===== src/rtl/down_counter_unit_pkg.sv =====
// Shared widths and constants for the cascaded down counter unit.
// Imported by the top and the stage sub-module.
package down_counter_unit_pkg;

    localparam int STAGE_W = 4;
    localparam int STAGES  = 2;
    localparam int N_W     = STAGE_W * STAGES;

    localparam logic [N_W-1:0] ALL_ONES = '1;
    localparam logic [N_W-1:0] ZERO     = '0;

endpackage


===== src/rtl/down_counter_stage.sv =====
// One cascadable down-counting stage: load, forced zero-event load, decrement, hold.
// TC is combinational and independent of CEP so stages chain TC -> CET.
module down_counter_stage
    import down_counter_unit_pkg::*;
#(
    parameter int STAGE_W = down_counter_unit_pkg::STAGE_W
) (
    input  logic               CP,
    input  logic               SR,
    input  logic [STAGE_W-1:0] P,
    input  logic               PE,
    input  logic               CEP,
    input  logic               CET,
    input  logic               LD_ZERO,
    input  logic [STAGE_W-1:0] LD_VAL,
    output logic [STAGE_W-1:0] Q,
    output logic               TC
);

    // NOTE: state registers use non-blocking assignments so every stage samples
    // the pre-edge values of its neighbours, exactly like the real cascade.
    always_ff @(posedge CP) begin
        if (SR) begin
            Q <= '0;
        end else if (PE) begin
            Q <= P;
        end else if (LD_ZERO) begin
            Q <= LD_VAL;
        end else if (CEP && CET) begin
            Q <= Q - STAGE_W'(1);
        end
    end

    assign TC = CET && (Q == '0);

endmodule


===== src/rtl/down_counter_unit.sv =====
// 8-bit down counter/timer from cascaded stages, with terminal count,
// optional auto-reload from the last loaded value, and a one-cycle DONE pulse.
module down_counter_unit
    import down_counter_unit_pkg::*;
#(
    parameter int STAGE_W = down_counter_unit_pkg::STAGE_W,
    parameter int STAGES  = down_counter_unit_pkg::STAGES
) (
    input  logic                       CP,
    input  logic                       SR,
    input  logic [STAGE_W*STAGES-1:0]  P,
    input  logic                       PE,
    input  logic                       CEP,
    input  logic                       CET,
    input  logic                       RELOAD_EN,
    output logic [STAGE_W*STAGES-1:0]  Q,
    output logic                       TC,
    output logic                       DONE,
    output logic [STAGE_W*STAGES-1:0]  RLD
);

    localparam int N = STAGE_W * STAGES;

    logic [STAGES-1:0][STAGE_W-1:0] stage_q;
    logic [STAGES:0]                cet_chain;
    logic                           zero_event;
    logic [N-1:0]                   reload_val;

    // A counted edge with the whole counter at zero replaces the borrow wrap.
    assign zero_event = CEP && CET && !PE && (Q == ZERO);
    assign reload_val = RELOAD_EN ? RLD : ALL_ONES;

    assign cet_chain[0] = CET;

    for (genvar k = 0; k < STAGES; k++) begin : g_stage
        down_counter_stage #(
            .STAGE_W (STAGE_W)
        ) u_stage (
            .CP      (CP),
            .SR      (SR),
            .P       (P[k*STAGE_W +: STAGE_W]),
            .PE      (PE),
            .CEP     (CEP),
            .CET     (cet_chain[k]),
            .LD_ZERO (zero_event),
            .LD_VAL  (reload_val[k*STAGE_W +: STAGE_W]),
            .Q       (stage_q[k]),
            .TC      (cet_chain[k+1])
        );
    end

    assign Q  = stage_q;
    assign TC = cet_chain[STAGES];

    always_ff @(posedge CP) begin
        if (SR) begin
            RLD  <= '0;
            DONE <= 1'b0;
        end else begin
            if (PE) begin
                RLD <= P;
            end
            DONE <= zero_event;
        end
    end

endmodule


===== config.mk =====
export PLATFORM = sky130hd
export DESIGN_NAME = down_counter_unit
export DESIGN_NICKNAME = d
export VERILOG_FILES = /design/src/rtl/down_counter_unit_pkg.sv /design/src/rtl/down_counter_stage.sv /design/src/rtl/down_counter_unit.sv
export SDC_FILE = /design/constraint.sdc
export NUM_CORES = 1
export LEC_CHECK = 0
export ABC_AREA = 1
export ABC_CLOCK_PERIOD_IN_PS = 1300
export CORE_ASPECT_RATIO = 0.6
export CORE_MARGIN = 3
export CORE_UTILIZATION = 30
export CTS_BUF_LIST = sky130_fd_sc_hd__clkbuf_16
export DETAILED_ROUTE_END_ITERATION = 16
export SLEW_MARGIN = 20
export SYNTH_ARGS = -nofsm -noshare
export SYNTH_HDL_FRONTEND = slang
export SYNTH_HIERARCHICAL = 1
export SYNTH_SLANG_ARGS = --single-unit

===== constraint.sdc =====
create_clock -name CP -period 1.3 [get_ports CP]
set_input_delay 0.26 -clock CP [delete_from_list [all_inputs] [get_ports CP]]
set_output_delay 0.26 -clock CP [all_outputs]
set_load 0.01 [all_outputs]

* Word level (Yosys, flattened, before mapping)
Cells that the tools add are included.
W data, S select, Z words.
** Word-level totals
- Bits in registers :: 17
- Input port bits :: 14
- Bits in latches :: 0
- Memories kept :: 0
- Memory bits (read-only) :: 0
- Logic and storage cells :: 25
- Bits in writable memories :: 0
** Cells by class
- Add/sub/neg operators :: 2
- Shift operators :: 0
- $mul :: 0
- Muxes and demuxes :: 7
- Div/mod/pow operators :: 0
- Reduce and logical (&&, ||, !) cells :: 12
- Bitwise gates (word level) :: 0
- $lt $le $gt $ge :: 0
- Eq/ne operators :: 0
** Operator list (number)
- $mux W4 :: 6
- $logic_not A4 Y1 :: 2
- $logic_not A8 Y1 :: 1
- $mux W8 :: 1
- $sub A4 B1 Y4 const B :: 2
- $logic_and A1 B1 Y1 :: 6
- $reduce_bool A3 Y1 :: 2
- $logic_not A1 Y1 :: 1

* Longest topological paths before layout
Gate-level depths: netlist (run 1).
- Word-level depth :: 6
- Depth in mapped cells :: 12

* By module
Netlist (run 1), hierarchy kept.
** By module, submodules not included
- down_counter_stage :: seq. area each 80.1 um2, area an instance 317.8 um2, cells each 49, instances 2
- down_counter_unit :: seq. area each 180.2 um2, area an instance 437.9 um2, cells each 63, instances 1

* Worst setup path before layout (run 1)
OpenSTA, ideal clock, no wires.
- Path type :: reg-to-output
- From :: reg g_stage[0].u_stage.Q[0]
- To :: out TC
- Buffers on the path :: 0
- Data required time :: 1.040 ns
- Cell stages (with the launch flop) :: 7
- Path slack :: -0.103 ns
- Data arrival time :: 1.143 ns
- Path through :: dfxtp_1 > inv_1 > ha_1 > nand2_1 > nor3_1 > nand2_1 > nor3_1
** On the way
- Cells in the longest elaborated chain, start to end :: 3
** Ends and longest elaborated chain
- from (decl) :: RTL line down_counter_stage.sv:16 : output logic [STAGE_W-1:0] Q,
- from (signal assigned) :: RTL line down_counter_stage.sv:30 : Q <= Q - STAGE_W'(1);
- $logic_not A4 Y1 :: RTL line down_counter_stage.sv:34 : assign TC = CET && (Q == '0);
- $logic_and A1 B1 Y1 :: RTL line down_counter_stage.sv:34
- net cet_chain[1] :: RTL line down_counter_unit.sv:25 : logic [STAGES:0] cet_chain;
- $logic_and A1 B1 Y1 :: RTL line down_counter_stage.sv:34
- to (decl) :: RTL line down_counter_unit.sv:17 : output logic TC,
The timed path passes the listed nets, and every way through them passes these cells.

* Worst setup path after layout (run 1)
Same ends and word-level chain as after synthesis.

==> flow_summary.yaml, run 1 <==
synth:
  avgSynthCellArea_um2: 6.67
  synthesis.nets: 179
  synth_edf_count: 0
  yosys.area.top_type: "dfxtp_1"
  synth-main-ff-cell: "dfxtp_1"
  synth.top_cells.by_area: "dfxtp_1 (32%), nand2_1 (15%), inv_1 (9.8%)"
  ys_seq_area_share_pct: 31.7
  yosys-top-cells-count: "nand2_1 (43), inv_1 (28), nor2_1 (18)"
  synthDistinctLibCells: 21
  async_flop_share_pct: 0
  yosysMostFrequentCell: "nand2_1"
  syn-cell-area_um2: 1070
  yosysTopAreaCellShare_pct: 31.7
  syn_inst: 161
  ys_ff_latch: 17
  synth_warnings: 6
die:
  die-width_um: 83.2
  start_util_pct: 32.1
  core_um2: 3340
  dieArea_um2: 4360
  row_count: 16
  die_h_um: 52.3
  boundaryPins: 32
routing:
  met1Wirelength_mm: 1.73
  met3_length_um: 191
  final_antenna_net_count: 0
  vias: 1249
  detail_route.wl_per_cell_um: 12.8
  drt-total-wl_mm: 3.47
  route.detailed.drc: 0
  drt_first_iter_violations: 76
  viasPerCell: 4.59
  dr.max_layer_used: "met4"
  route.met2.wl_mm: 1.54
  drt_first_pass_iters: 4
cts:
  path_clk_slew_ns: 0.05
  cts_tree: "built"
  clkLatencyLatePin_ns: 0.25
  clockBufferDepth: 2
  cts_buffers: 3
  cts.sinks: 17
  hold_buffers: 0
  htreeDepth: 1
  cts_root_buf: "clkbuf_16"
power_and_ir_drop:
  cellLeakagePower_nw: 0.930
  irDropWorstVdd_uv: 795
  p_total_mw: 1.86
  power_per_cell_area_nw_per_um2: 995
sta:
  period_minus_slack_ns: 1.60
  slew_viol_final: 0
  max_freq_mhz: 627
  clock_skew_ns: 0.00259
  finalSetupViolations: 9
  fin_crit_sh_pct: 123
  worst_slack_ns: -0.296
  max-slew-margin-rel_pct: 78.7
  rsz0062_at_grt: "true"
  fin_hold_ws_ns: 0.484
  worst_pin_slew_ns: 0.318
  final_hold_viol_count: 0
critical_path:
  start_kind: "flip-flop"
  cp_max_fo: 2
  crit_type: "reg -> out"
  cp.arrival_ns: 1.34
  cp-end-kind: "output port"
  cp.required_ns: 1.04
placed_design:
  dpl_worst_slack_ns: -0.676
  placedCellCount: 256
  globalplace.congestion: 0.833
  port_buffers: 31
  dp_hpwl_mm: 2.49
global_routing:
  antenna_found_initial: 0
  grt_pass1_vias: 1208
  grt-ovfl-total: 0
  grt_pass1_wl_mm: 5.66
  grt_max_degree: 17
  grt_use_total_pct: 16.5
final_layout:
  layout.cells.non_filler: 272
  syn_to_final_growth_pct: 74.5
  antenna_cells: 0
  drive_above_1_share_pct: 41.9
  final_util_pct: 56.0
  fin_nets: 246
status:
  violations: "setup timing"
  outcome: "finished with violations"
run:
  drv_cap: 0
min_path:
  hold_class: "reg -> reg"
==> path summary, 6_finish.rpt <==
kind / from / to / slack (ns) / cells after the start
max: g_stage[0].u_stage/Q[0] / TC / -0.30 / 7
min: RLD[1] / RLD[1] / 0.48 / 2
max reg2reg: g_stage[0].u_stage/Q[1] / g_stage[1].u_stage/Q[3] / -0.15 / 12
min reg2reg: RLD[1] / RLD[1] / 0.48 / 2
==> kinds of logic after synthesis <==
kind of cell,after synthesis,share of synthesized area (%)
AOI/OAI and AO/OA,28,19.1
DFF,17,31.7
and+or+nand+nor,72,28.8
adders and majority gates,4,4.66
buffers and inverters,38,14.1
xor gates and xnor gates,2,1.63
==> worst max-delay path, cell delays in order, from the launching register on <==
cell and delay (ns):
dfxtp_2 0.32, inv_2 0.07, ha_4 0.14, nand2_2 0.04
nor3_2 0.16, nand2_1 0.10, nor3_2 0.10, buf_2 0.15
==> metal layers <==
| layer | up-vias | global-route usage, % |
|---|---|---|
| li1 | 643 | - |
| met1 | 578 | 22.7 |
| met2 | 26 | 24.9 |
| met3 | 2 | 6.12 |
| met4 | 0 | 2.99 |
| met5 | - | 0 |
==> registers in the layout (all words and copies together), names as in the netlist <==
signal	count
RLD	8
g_stage.u_stage/Q	8
DONE	1
==> final cells by class <==
cell class | count | area (um2)
fill | 307 | 1470
multi-input combinational | 106 | 667
timing repair buffer | 65 | 573
sequential | 17 | 350
inverter | 35 | 146
clock buffer | 3 | 75.1
tap | 45 | 56.3
clock inverter | 1 | 5.00
==> cell usage in the layout (no fill, tap or decap), types with 6 or more instances in the layout <==
cell              n
clkdlybuf4s50_1  10
inv_2            12
buf_4            23
dlygate4sd2_1    17
dfxtp_2           8
nor2_1           14
o21ai_2           6
inv_1            19
nand3_1           6
nand2_2           7
dfxtp_1           9
nand2_1          36
buf_6            11
==> report_power, final <==
part	internal, mW	switching, mW	total (mW)
Clock	0.412	0.216	0.628
Combinational	0.315	0.320	0.635
Sequential	0.570	0.0313	0.602
Total	1.30	0.567	1.86
==> per-stage QoR <==
stage	setup TNS, ns	area [um2]
3_5_place_dp	-5.16	1600
2_1_floorplan	0	1090
4_1_cts	-1.32	1740
6_report	-1.15	1870
5_1_grt	-2.14	1870
3_3_place_gp	-4.70	1600
==> timing repair <==
action | 4_1_cts | 5_1_grt
endpoints found under the setup margin | 26 | 10
setup buffers | 7 | 8
resized for setup | 41 | 42
pin swaps | 7 | 9
cloned | 0 | 0
Power figures use the tool's default switching activity.
==> run 2, diff against run 1 <==
--- a/config.mk
+++ b/config.mk
@@ -12,6 +12,7 @@
 export CORE_UTILIZATION = 30
 export CTS_BUF_LIST = sky130_fd_sc_hd__clkbuf_16
 export DETAILED_ROUTE_END_ITERATION = 16
+export PLACE_DENSITY = 0.64
 export SLEW_MARGIN = 20
 export SYNTH_ARGS = -nofsm -noshare
 export SYNTH_HDL_FRONTEND = slang
==> run 2 against run 1 <==
Net effect:
- the run still ends with setup timing left
- combinational power decreased by 5.8%
- count of clock-buffer cells in the layout stayed put
- first-iteration DRC count shrank 9.2%
- critical endpoint unchanged
==> flow_summary.yaml, run 2 (synthesis results as in run 1) <==
status:
  outcome: "finished with violations"
  violations: "setup timing"
sta:
  period_minus_slack_ns: 1.56
  fin_hold_ws_ns: 0.484
  fin_crit_sh_pct: 120
  slew_viol_final: 0
  max_freq_mhz: 640
  rsz0062_at_grt: "true"
  worst_pin_slew_ns: 0.230
  max-slew-margin-rel_pct: 84.6
  clock_skew_ns: 0.00296
  worst_slack_ns: -0.264
  final_hold_viol_count: 0
  finalSetupViolations: 9
critical_path:
  start_kind: "flip-flop"
  r2r_start: "g_stage[0].u_stage/Q[0]"
  cp-end-kind: "output port"
  crit_type: "reg -> out"
  path_buf_inv: 2
  cp.required_ns: 1.04
  cp_max_fo: 2
  max_stage_delay_ns: 0.32
  critical-path-top-delay-family: "simple AND/OR/NAND/NOR gates"
  cp-startpoint: "g_stage[0].u_stage/Q[0]"
  r2r_setup_slack_ns: -0.22
  crit_slowest_cell: "dfxtp_2"
  cp.arrival_ns: 1.30
  cp_cell_sequence: "inv_2 -> ha_4 -> nand2_2 -> nor3_4 -> nand2_1 -> nor3_2 -> buf_2"
min_path:
  hold_class: "reg -> reg"
  min_from: "RLD[7]"
cts:
  path_clk_slew_ns: 0.06
  htreeDepth: 1
  hold_buffers: 0
  cts.sinks: 17
  cts_tree: "built"
  cts_buffers: 3
  clockBufferDepth: 2
  cts_root_buf: "clkbuf_16"
  clkLatencyLatePin_ns: 0.25
power_and_ir_drop:
  irDropWorstVdd_uv: 410
  cellLeakagePower_nw: 0.904
  power_per_cell_area_nw_per_um2: 1030
global_routing:
  grt_use_total_pct: 16.6
  grt_max_degree: 17
  grt_pass1_wl_mm: 5.51
  grt_pass1_vias: 1161
  grt-ovfl-total: 0
  antenna_found_initial: 0
final_layout:
  seq_area_um2: 350
  fill_cells: 327
  fin_nets: 242
  reg_top3: "RLD: 8 flops, g_stage.u_stage/Q: 8 flops, DONE: 1 flops"
  final_util_pct: 53.4
  multi_input_area_um2: 616
  layout_commonest_cell: "nand2_1"
  layout.cells.non_filler: 268
  antenna_cells: 0
  syn_to_final_growth_pct: 66.3
  drive_above_1_share_pct: 32.3
  mostFrequentLayoutCells: "nand2_1 (41), buf_4 (22), inv_1 (21), nor2_1 (18), dlygate4sd2_1 (18)"
run:
  drv_cap: 0
placed_design:
  dp_hpwl_mm: 2.32
  port_buffers: 31
  placedCellCount: 257
  dpl_worst_slack_ns: -0.681
  globalplace.congestion: 0.848
die:
  row_count: 16
  boundaryPins: 32
  die-width_um: 83.2
  dieArea_um2: 4360
  core_um2: 3340
  die_h_um: 52.3
  start_util_pct: 32.1
routing:
  drt-total-wl_mm: 3.36
  viasPerCell: 4.49
  route.detailed.drc: 0
  final_antenna_net_count: 0
  drt_first_pass_iters: 4
  vias: 1204
  detail_route.wl_per_cell_um: 12.5
  drt_first_iter_violations: 69
-- run 2: path summary, 6_finish.rpt --
path,cells past startpoint,end
max,7,TC
min,2,RLD[7]
max reg2reg,14,g_stage[0].u_stage/Q[2]
min reg2reg,2,RLD[7]
-- run 2: stage by stage --
step	TNS (ns)	instance area [um2]	power, mW
2_1_floorplan	0	1090	0.877
4_1_cts	-1.91	1770	1.84
6_report	-1.60	1790	1.84
5_1_grt	-2.73	1790	1.95
3_5_place_dp	-5.17	1620	1.16
3_3_place_gp	-5.04	1620	1.15
-- run 2: per-layer routing --
metal / routed length (um) / GRT usage, % / part of all wire, % / vias to the layer above
li1: - / - / - / 637
met1: 1710 / 21.9 / 51 / 531
met2: 1410 / 24.1 / 42 / 30
met3: 195 / 6.28 / 5.8 / 6
met4: 48 / 6.79 / 1.4 / 0
met5: 0 / 0 / 0 / -
-- run 2: report_power, final --
part           internal [mW]  switching, mW  total (mW)
logic                  0.298          0.299       0.598
registers              0.570         0.0295       0.600
clock network          0.416          0.225       0.640
total                   1.28          0.553        1.84
-- run 2: area by class of cell --
type | instances | area share (%)
clock buffers | 3 | 4.20
clock inverters | 1 | 0.420
inverters | 35 | 7.64
multi-input cells | 106 | 34.5
flip-flops and latches | 17 | 19.6
well taps | 45 | 3.15
repair buffers | 61 | 30.5
-- run 2: repair_timing --
| item | in CTS | in global routing |
|---|---|---|
| pin swaps | 11 | 3 |
| setup endpoints to repair | 26 | 11 |
| buffers inserted | 7 | 0 |
| gates resized for setup | 47 | 7 |
-- run 2: tightest hold or removal path, stage by stage, from the launching register on --
cell	delay (ns)
dfxtp_1	0.30
inv_1	0.07
a211oi_2	0.06
==> run 3, diff against run 2 <==
--- a/config.mk
+++ b/config.mk
@@ -7,11 +7,13 @@
 export LEC_CHECK = 0
 export ABC_AREA = 1
 export ABC_CLOCK_PERIOD_IN_PS = 1300
+export CAP_MARGIN = 15
 export CORE_ASPECT_RATIO = 0.6
 export CORE_MARGIN = 3
 export CORE_UTILIZATION = 30
 export CTS_BUF_LIST = sky130_fd_sc_hd__clkbuf_16
 export DETAILED_ROUTE_END_ITERATION = 16
+export GPL_TIMING_DRIVEN = 0
 export PLACE_DENSITY = 0.64
 export SLEW_MARGIN = 20
 export SYNTH_ARGS = -nofsm -noshare
==> run 3 against run 2 <==
Net effect:
- the run still ends with setup timing left
- combinational power down 20%
- routed wire length fell by 11%
- critical path depth did not move
- register-to-register slack improved by 0.08 ns
- worst hold slack got worse by 0.081 ns
- sequential cell count is the same
- core utilization decreased by 4.5 points
- total power shrank 5.5%
- count of clock-buffer cells in the layout did not move
- first-iteration DRC count is 26% higher
- largest power group unchanged
- highest routed layer is now met3
==> flow_summary.yaml, run 3 (synthesis results as in run 1) <==
sta:
  period_minus_slack_ns: 1.59
  fin_crit_sh_pct: 122
  final_hold_viol_count: 0
  rsz0062_at_grt: "true"
  max-slew-margin-rel_pct: 75.2
  fin_tns_setup_ns: -1.09
  worst_pin_slew_ns: 0.371
  clock_skew_ns: 0.00296
  worst_slack_ns: -0.292
  finalSetupViolations: 9
  max_freq_mhz: 628
  slew_viol_final: 0
routing:
  route.detailed.drc: 0
  drt_first_iter_violations: 87
  drt-total-wl_mm: 2.99
  route.met2.wl_mm: 1.17
  final_antenna_net_count: 0
  met1Wirelength_mm: 1.59
  drt_first_pass_iters: 4
  viasPerCell: 4.40
  dr.max_layer_used: "met3"
  vias: 1104
  detail_route.wl_per_cell_um: 11.9
  met3_length_um: 226
critical_path:
  r2r_setup_slack_ns: -0.14
  cp_max_fo: 4
  cp.arrival_ns: 1.33
  crit_type: "reg -> out"
  start_kind: "flip-flop"
  r2r_end: "g_stage[1].u_stage/Q[0]"
  cp-end-kind: "output port"
  cp-startpoint: "g_stage[0].u_stage/Q[0]"
  cp.required_ns: 1.04
  r2r_start: "g_stage[0].u_stage/Q[0]"
  worstRegToRegCells: 11
global_routing:
  grt_use_total_pct: 14.5
  grt-ovfl-total: 0
  grt_pass1_vias: 1013
  grt_max_degree: 14
  grt_pass1_wl_mm: 4.82
  antenna_found_initial: 0
cts:
  cts_buffers: 3
  hold_buffers: 0
  htreeDepth: 1
  clockBufferDepth: 2
  cts.sinks: 17
  path_clk_slew_ns: 0.06
  cts_root_buf: "clkbuf_16"
  clkLatencyLatePin_ns: 0.25
  cts_tree: "built"
power_and_ir_drop:
  cellLeakagePower_nw: 0.808
  power_per_cell_area_nw_per_um2: 1060
  comb_power_share_pct: 27.7
  p_clk_share_pct: 36.9
  seq_power_share_pct: 35.4
  p_int_mw: 1.21
  p_total_mw: 1.74
  irDropWorstVdd_uv: 416
  p_sw_mw: 0.522
  sw_frac_of_total_pct: 30.0
final_layout:
  reg_top3: "RLD: 8 flops, g_stage.u_stage/Q: 8 flops, DONE: 1 flops"
  mostFrequentLayoutCells: "nand2_1 (43), inv_1 (20), dlygate4sd2_1 (19), nor2_1 (18), inv_2 (11)"
  syn_to_final_growth_pct: 52.2
  drive_above_1_share_pct: 25.7
  layout.cells.non_filler: 251
  fin_nets: 225
  layout_commonest_cell: "nand2_1"
  antenna_cells: 0
run:
  drv_cap: 0
die:
  dieArea_um2: 4360
  boundaryPins: 32
  row_count: 16
  core_um2: 3340
  die-width_um: 83.2
  start_util_pct: 32.1
  die_h_um: 52.3
min_path:
  hold_end: "g_stage[1].u_stage/Q[1]"
  holdPathStages: 3
  hold_class: "in -> reg"
  min_from: "PE"
status:
  outcome: "finished with violations"
  violations: "setup timing"
placed_design:
  globalplace.congestion: 0.826
  dp_hpwl_mm: 2.16
  placedCellCount: 236
  port_buffers: 30
==> run 3: changes by cell type in the layout (fill, tap and decap cells not counted), moves of 2 or more <==
cell,previous run,this run
buf_6,7,5
inv_4,2,4
buf_4,22,6
buf_2,1,3
dfxtp_2,8,2
nand2_2,2,0
dfxtp_4,0,6
nand2_1,41,43
==> run 3: cell type report <==
type	count	area, um2
fill	341	1710
multi-input combinational	106	592
timing repair buffer	41	377
sequential	17	365
inverter	35	141
clock buffer	3	75.1
tap	45	56.3
buffer	3	20.0
clock inverter	1	7.51
==> run 3: worst max path at each step <==
| stage | slack (ns) | cells after the start | to |
|---|---|---|---|
| 3_3_place_gp | -1.00 | 13 | g_stage[1].u_stage/Q[2] |
| 2_1_floorplan | 0.007 | 11 | g_stage[1].u_stage/Q[2] |
| 4_1_cts | -0.32 | 7 | TC |
| 3_5_place_dp | -1.01 | 13 | g_stage[0].u_stage/Q[2] |
| 5_1_grt | -0.43 | 7 | TC |
| 6_report | -0.29 | 7 | TC |
==> run 3: power by group through the flow <==
| stage | logic, mW | clock network, mW | registers [mW] |
|---|---|---|---|
| after CTS | 0.468 | 0.663 | 0.615 |
| after floorplan | 0.240 | 0 | 0.638 |
| after detailed placement | 0.444 | 0 | 0.630 |
| after global routing | 0.546 | 0.686 | 0.621 |
| after global placement | 0.444 | 0 | 0.630 |
| final | 0.481 | 0.640 | 0.615 |
==> run 3: metrics by stage <==
| stage | utilization [%] | hold WS, ns | setup slack [ns] | instance area [um2] |
|---|---|---|---|---|
| 2_1_floorplan | - | 0.315 | 0.00692 | 1090 |
| 3_3_place_gp | 43.2 | 0.472 | -1.00 | 1450 |
| 3_5_place_dp | 43.2 | 0.475 | -1.01 | 1450 |
| 4_1_cts | 48.3 | 0.397 | -0.319 | 1610 |
| 5_1_grt | 48.9 | 0.441 | -0.426 | 1630 |
| 6_report | 48.9 | 0.403 | -0.292 | 1630 |
==> run 3: worst max-delay path, stage by stage (launching register included) <==
cell     delay [ns]
dfxtp_4        0.35
inv_4          0.06
ha_1           0.14
nand2_1        0.06
nor3_2         0.12
nand2_1        0.09
nor3_2         0.10
buf_2          0.15
==> run 3: layer usage <==
layer,vias to the layer above,GRT usage (%)
met1,466,20.9
met5,-,0
li1,605,-
met2,33,19.9
met4,0,4.08
met3,0,5.02
==> run 3: what timing repair did <==
action	in CTS	in global routing
pin swaps	8	1
endpoints found under the setup margin	35	13
hold endpoints to repair	0	0
resized for setup	58	1
buffers inserted	10	1
